### src/rtl/prefix_sum_stage.sv
// prefix_sum_stage
//   Final stage of the parallel-prefix adder. Forms the carries from the
//   prefix tree's group generate/propagate terms and the carry-in, then the
//   sum, carry-out and signed overflow. Results go through a 2-entry output
//   queue with valid/ready handshakes on both sides. The stage also keeps a
//   sticky overflow flag and a wrapping count of accepted operations.
//
// Ports
//   clk                    rising-edge clock
//   rst_n                  synchronous active-low reset
//   in_valid / in_ready    upstream handshake (in_ready from registered count)
//   half_sum_vector        p[i] = a[i] ^ b[i]
//   group_generate_vector  G[i:0] from the prefix tree
//   group_propagate_vector P[i:0] from the prefix tree
//   carry_in               adder carry-in
//   out_valid / out_ready  downstream handshake (out_valid from registered count)
//   sum_out                sum at queue head (0 when queue empty)
//   carry_out              carry-out at queue head (0 when queue empty)
//   overflow_out           signed overflow at queue head (0 when queue empty)
//   clear_status           clears overflow_sticky and op_count
//   overflow_sticky        set by any accepted op that overflowed
//   op_count               accepted-operation counter, wraps
module prefix_sum_stage #(
    parameter int WIDTH = 7,
    parameter int CNT_W = 16
) (
    input  logic             clk,
    input  logic             rst_n,
    input  logic             in_valid,
    output logic             in_ready,
    input  logic [WIDTH-1:0] half_sum_vector,
    input  logic [WIDTH-1:0] group_generate_vector,
    input  logic [WIDTH-1:0] group_propagate_vector,
    input  logic             carry_in,
    output logic             out_valid,
    input  logic             out_ready,
    output logic [WIDTH-1:0] sum_out,
    output logic             carry_out,
    output logic             overflow_out,
    input  logic             clear_status,
    output logic             overflow_sticky,
    output logic [CNT_W-1:0] op_count
);

    // Queue entry layout: {sum, carry_out, overflow}
    localparam int ENTRY_W = WIDTH + 2;

    logic [WIDTH:0]                carry;
    logic [WIDTH-1:0]              new_sum;
    logic                          new_carry_out;
    logic                          new_overflow;

    logic [1:0][ENTRY_W-1:0]       q_data;
    logic [1:0]                    q_count;
    logic                          wr_ptr;
    logic                          rd_ptr;
    logic [ENTRY_W-1:0]            head;

    logic                          accept;
    logic                          pop;

    logic                          sticky_q;
    logic [CNT_W-1:0]              count_q;

    // The prefix tree already resolved every group term, so each carry is
    // one AND-OR level deep: c[i+1] = G[i:0] | (P[i:0] & cin).
    assign carry[0]       = carry_in;
    assign carry[WIDTH:1] = group_generate_vector
                          | (group_propagate_vector & {WIDTH{carry_in}});

    assign new_sum       = half_sum_vector ^ carry[WIDTH-1:0];
    assign new_carry_out = carry[WIDTH];
    assign new_overflow  = carry[WIDTH] ^ carry[WIDTH-1];

    // Handshake flags depend only on the registered occupancy, so there is
    // no combinational path from in_valid or out_ready.
    assign in_ready  = (q_count != 2'd2);
    assign out_valid = (q_count != 2'd0);

    assign accept = in_valid & in_ready;
    assign pop    = out_valid & out_ready;

    always_ff @(posedge clk) begin
        if (!rst_n) begin
            q_data  <= '0;
            q_count <= 2'd0;
            wr_ptr  <= 1'b0;
            rd_ptr  <= 1'b0;
        end else begin
            if (accept) begin
                q_data[wr_ptr] <= {new_sum, new_carry_out, new_overflow};
                wr_ptr         <= ~wr_ptr;
            end
            if (pop) begin
                rd_ptr <= ~rd_ptr;
            end
            // Accept and pop together leave the occupancy unchanged.
            unique case ({accept, pop})
                2'b10:   q_count <= q_count + 2'd1;
                2'b01:   q_count <= q_count - 2'd1;
                default: q_count <= q_count;
            endcase
        end
    end

    // clear_status wins over a same-cycle set/increment.
    always_ff @(posedge clk) begin
        if (!rst_n) begin
            sticky_q <= 1'b0;
            count_q  <= '0;
        end else if (clear_status) begin
            sticky_q <= 1'b0;
            count_q  <= '0;
        end else if (accept) begin
            if (new_overflow) begin
                sticky_q <= 1'b1;
            end
            count_q <= count_q + CNT_W'(1);
        end
    end

    assign head = q_data[rd_ptr];

    // Head fields are forced to 0 while the queue is empty.
    assign sum_out      = out_valid ? head[ENTRY_W-1:2] : '0;
    assign carry_out    = out_valid ? head[1]           : 1'b0;
    assign overflow_out = out_valid ? head[0]           : 1'b0;

    assign overflow_sticky = sticky_q;
    assign op_count        = count_q;

endmodule

### config.mk
export PLATFORM = sky130hd
export DESIGN_NAME = prefix_sum_stage
export DESIGN_NICKNAME = d
export VERILOG_FILES = /design/src/rtl/prefix_sum_stage.sv
export SDC_FILE = /design/constraint.sdc
export NUM_CORES = 1
export LEC_CHECK = 0
export BUFFER_PORTS_ARGS = -buffer_cell sky130_fd_sc_hd__clkbuf_2
export CAP_MARGIN = 15
export CORE_ASPECT_RATIO = 1.75
export CORE_MARGIN = 5
export CORE_UTILIZATION = 45
export CTS_BUF_LIST = sky130_fd_sc_hd__clkbuf_4 sky130_fd_sc_hd__clkbuf_8
export DETAILED_ROUTE_END_ITERATION = 7
export PLACE_DENSITY = 0.71
export REMOVE_ABC_BUFFERS = 1
export SLEW_MARGIN = 40
export SYNTH_ARGS = -nofsm -noshare
export SYNTH_HDL_FRONTEND = slang
export SYNTH_SLANG_ARGS = --single-unit
### constraint.sdc
create_clock -name clk -period 2.4 [get_ports clk]
set_input_delay 0.12 -clock clk [delete_from_list [all_inputs] [get_ports clk]]
set_output_delay 0.12 -clock clk [all_outputs]
set_load 0.01 [all_outputs]
# --- Yosys cells after proc, flatten, opt, wreduce, memory -nomap -nowiden ---
# Cells that the tools add are included.
op_classes:
  multipliers: 0
  n_reduce_logical: 5
  muxes: 9
  add_sub_neg: 3
  n_shift: 0
  eq_ne: 3
  order_cmp: 3
  n_div: 0
  bitwise_logic: 9
op_table:
  columns: ["cell", "count"]
  rows:
  - ["2-to-1 mux 9 bit", 3]
  - ["bitwise mux 18 bit", 1]
  - ["adder 16 x 1 -> 16 bit, second input constant", 1]
  - ["demux 9 bit (select 1 bit)", 1]
  - ["AND 7 bit", 1]
  - ["2-to-1 mux 7 bit", 1]
  - ["OR 7 bit", 1]
  - ["bitwise XOR 7 bit", 1]
  - ["less-than comparator 1 x 2 -> 1 bit, second input constant", 2]
  - ["case mux 2 bit (2 select lines)", 1]
  - ["nonzero test 2 bit", 2]
  - ["NOT 1 bit", 3]
  - ["adder 2 x 1 -> 2 bit, second input constant", 1]
  - ["AND 1 bit", 2]
  - ["equality test 2 x 1 -> 1 bit, second input constant", 1]
  - ["equality test 2 bit, second input constant", 1]
  - ["2-to-1 mux 1 bit", 2]
  - ["!= test 2 bit, second input constant", 1]
  - ["AND reduction 2 bit", 1]
  - ["OR reduction 2 bit", 1]
  - ["subtractor 2 x 1 -> 2 bit, second input constant", 1]
  - [">= comparator 1 bit, second input constant", 1]
  - ["logical AND 1 bit", 1]
  - ["bitwise XOR 1 bit", 1]
word_totals:
  latchBits: 0
  ram_bits: 0
  regBits: 39
  out_inout_bits: 28
  romBits: 0
  n_memories: 0
  word_cells: 39

# --- Depth between registers and ports, before layout ---
depth:
  word_depth: 5
  mapped_depth: 8

# --- Worst setup path before layout ---
# OpenSTA, ideal clock, no wires.
synth_path:
  kind: "register -> register"
  start: "register q_count[1]"
  end: "register q_count[1]"
  n_path_buf: 1
  stages_incl_launch_ff: 8
  setup_slack_ns: 0.667
  t_arrival_ns: 1.658
  required_ns: 2.324
  setup_ns: 0.076
  path_cell_list: "dfxtp_1 -> nor2b_1 -> inv_2 -> buf_4 -> nand2_1 -> ha_1 -> or3_1 -> a21boi_0"
synth_between:
  elab_chain_len: 4
  elab_cells_between_ends: 10
  cone_classes: "add/sub: 2; eq/ne: 3; mux: 1; bitwise: 2; reduce/logical: 2"
synth_lines:
  columns: ["element", "line_no", "source"]
  rows:
  - ["start, declared", "54", "logic [1:0] q_count;"]
  - ["start signal, assigned", "99", "2'b10: q_count <= q_count + 2'd1;"]
  - ["start signal, assigned", "100", "2'b01: q_count <= q_count - 2'd1;"]
  - ["start signal, assigned", "101", "default: q_count <= q_count;"]
  - ["!= test 2 bit *", "77", "assign in_ready = (q_count != 2'd2);"]
  - ["net in_ready", "30", "output logic in_ready,"]
  - ["AND 1 bit *", "80", "assign accept = in_valid & in_ready;"]
  - ["equality test 2 x 1 -> 1 bit / equality test 2 bit (equally long branches)", "98", "unique case ({accept, pop})"]
  - ["case mux 2 bit (2 select lines) / nonzero test 2 bit (equally long branches)", null, null]
# Mark *: on every way through the listed nets, which the timed path passes. The rest lies on a longest branch.
# A chain may end at the register's enable or synchronous reset.

# --- Worst setup path in the final report ---
layout_path:
  start: "register q_count[1]"
  end: "register q_count[1]"
layout_between:
  elab_chain_len: 4
  elab_cells_between_ends: 10
  cone_classes: "add/sub: 2; eq/ne: 3; mux: 1; bitwise: 2; reduce/logical: 2"
layout_lines:
  columns: ["element", "line_no"]
  rows:
  - ["!= test 2 bit / nonzero test 2 bit (equally long branches)", "77, 78"]
  - ["AND 1 bit (on tied branches)", "80, 81"]
  - ["equality test 2 x 1 -> 1 bit / equality test 2 bit (equally long branches)", "98"]
  - ["case mux 2 bit (2 select lines) / nonzero test 2 bit (equally long branches)", null]
# Parallel ways exist; a longest one is shown, timed or not.

==> results.py <==
metrics = {
    "run_status": {
        "outcome": "finished, final reports clean",
    },
    "timing": {
        "fin_crit_ps": 1806,
        "slew_headroom_pct": 58.02,
        "report.final.slew_viol_count": 0,
        "fmax_mhz": 553.7,
        "fin_worst_skew_ps": 7.283,
        "fin_ws_ps": 593.9,
        "whs_ps": 140.3,
        "tightest_slew_ps": 629.7,
        "period_share_pct": 75.26,
        "rsz0062_at_grt": "no",
        "hold_violations": 0,
        "setup_violations": 0,
        "fin_tns_setup_ps": 0,
    },
    "final_layout": {
        "area_growth_pct": 19.69,
        "layout-drive-gt1-share_pct": 25.09,
        "diodes": 0,
        "nets": 311,
        "postLayoutCoreUtil_pct": 56.07,
    },
    "cts": {
        "post-cts-setup-buffers": 0,
        "cts_buffer_depth": 2,
        "cts_resized": 0,
        "cts-root-buf": "clkbuf_8",
        "cts_sinks": 39,
        "cts_buffers": 5,
        "cts_hold_buffers": 0,
        "htreeDepth": 2,
        "cts.clk_slew.worst_paths_ps": 70,
        "clk_latency_ps": 280,
        "tritoncts": "done",
    },
    "power_and_ir_drop": {
        "seq_power_share_pct": 46.9,
        "clkPwrFrac_pct": 24.9,
        "leakagePower_uw": 0.0009854,
        "switching_share_pct": 33.39,
        "vdd_drop_max_mv": 0.4851,
        "p_int_uw": 1123,
        "power_density_mw_per_mm2": 724.6,
        "switching_power_uw": 563.1,
        "p_comb_share_pct": 28.2,
    },
    "synth": {
        "syn_inst": 231,
        "synth_edf_count": 0,
        "syn_area_mm2": 0.001944,
        "async_flop_share_pct": 0,
        "synth-seq-area-share_pct": 40.15,
        "synth_area_per_cell_um2": 8.417,
        "synth-main-ff-cell": "dfxtp_1",
        "synth-seq-cells": 39,
        "synth_top_area_share_pct": 40.15,
        "ys_top_cells_by_count": "dfxtp_1 (39), nand2_1 (38), nor2_1 (19)",
        "synthMostInstantiatedCell": "dfxtp_1",
        "synth_cell_types": 40,
        "ys_warn_count": 0,
        "synth_area_leaders": "dfxtp_1 (40%), nand2_1 (7.3%), a21boi_0 (5.4%)",
        "yosys.area.top_type": "dfxtp_1",
    },
    "routing": {
        "vias_per_cell": 5.467,
        "drcViolationCount": 0,
        "vias": 1815,
        "totalWireLength_mm": 4.512,
        "drt_iter0_drc": 75,
        "wl_per_cell_um": 13.59,
        "antenna_left": 0,
        "first_pass_iters": 4,
    },
    "die": {
        "io_pins": 55,
        "rows": 31,
        "start_util_pct": 46.85,
        "fp.dieW_um": 59.69,
        "die_area_mm2": 0.005787,
        "fp.dieH_um": 96.96,
        "fp.coreArea_mm2": 0.004150,
    },
    "worst_hold_path": {
        "hold_class": "in -> reg",
    },
    "global_routing": {
        "grt_max_degree": 25,
        "grt_overflow": 0,
        "antenna_found_initial": 0,
        "grt_util_all_layers_pct": 16.83,
        "grt_pass1_vias": 1810,
        "grt_first_pass_wirelength_mm": 7.672,
    },
    "placed_design": {
        "gp_congestion": 0.7733,
        "dpl.hpwl_mm": 3.502,
        "pre_cts_slack_ps": 589.8,
        "io_buffers": 54,
    },
    "run": {
        "cap_violations": 0,
    },
    "worst_setup_path": {
        "start_kind": "flip-flop",
        "critPathArrivalTime_ps": 2020,
        "end_kind": "flip-flop",
        "crit_type": "reg -> reg",
        "cp_max_fo": 12,
        "cp.required_ps": 2610,
    },
}
[sequential cells by signal, summed over array words and instances (netlist names)]
signal,flops
q_count,2
q_data,18
rd_ptr,1
op_count,16
wr_ptr,1
overflow_sticky,1
[layer usage]
layer  global-route usage [%]  wire, µm
met3                    4.527       352
met1                    17.04      1724
met2                    30.25      2395
met4                    7.509        40
met5                        0         0
[critical path, stage by stage (launching register included)]
cell and delay [ps]:
dfxtp_1 360, nor2b_1 270, inv_2 160, nand2_1 170, ha_1 280, or3_1 350, a21boi_0 150
[cell families after synthesis]
family,synth area share [%]
buffers and inverters,3.990
adder cells (fa/ha/maj),1.287
multiplexers,4.633
flip-flops,40.15
AO/OA/AOI/OAI,16.86
AND/OR/NAND/NOR,25.87
XOR/XNOR,7.207
[area by class of cell]
| type | count | area [µm²] |
|---|---|---|
| sequential | 39 | 780.7 |
| clock buffer | 5 | 68.82 |
| timing repair buffer | 57 | 292.8 |
| tap | 49 | 61.31 |
| fill | 424 | 1823 |
| inverter | 6 | 22.52 |
| multi-input combinational | 173 | 1086 |
| clock inverter | 3 | 15.01 |
[power by group through the flow]
stage	registers [µW]	clock network, µW	logic [µW]
2_1_floorplan	787	0	307
4_1_cts	791	437	483
6_report	791	420	475
3_3_place_gp	803	0	474
3_5_place_dp	806	0	480
5_1_grt	803	465	535
[metrics by stage]
| stage | total power (µW) | cells | instance area (µm²) |
|---|---|---|---|
| after floorplan | 1095 | 218 | 1889 |
| after global placement | 1276 | 324 | 2243 |
| after detailed placement | 1286 | 324 | 2243 |
| after CTS | 1711 | 332 | 2327 |
| after global routing | 1803 | 332 | 2327 |
| final | 1686 | 332 | 2327 |
[final timing paths]
kind	start	slack, ps	endpoint	depth (start not counted)
worst max-delay path	q_count[1]$_SDFFE_PN0P_	590	q_count[1]$_SDFFE_PN0P_	6
worst max register to register	q_count[1]$_SDFFE_PN0P_	590	q_count[1]$_SDFFE_PN0P_	6
worst min-delay path	clear_status	140	op_count[13]$_SDFFE_PP0N_	4
worst min register to register	q_data[9]$_SDFFE_PN0P_	460	q_data[9]$_SDFFE_PN0P_	2
[placed cells by master (no fill, tap or decap), drive strengths merged, types with 3 or more instances in the layout]
master | Yosys | final
clkbuf | 10 | 59
dfxtp | 39 | 39
nand2 | 38 | 38
nor2 | 19 | 19
a21oi | 15 | 15
a21boi | 14 | 14
nand3 | 13 | 13
xnor2 | 11 | 11
mux2i | 9 | 9
inv | 6 | 6
xor2 | 5 | 5
o211a | 4 | 4
o21ai | 4 | 4
nand4 | 4 | 4
and2 | 4 | 4
nor2b | 3 | 3
o31ai | 3 | 3
or4 | 3 | 3
or3 | 3 | 3
clkinv | 0 | 3
buf | 3 | 3
No activity file was read; power rests on OpenSTA's default activity.
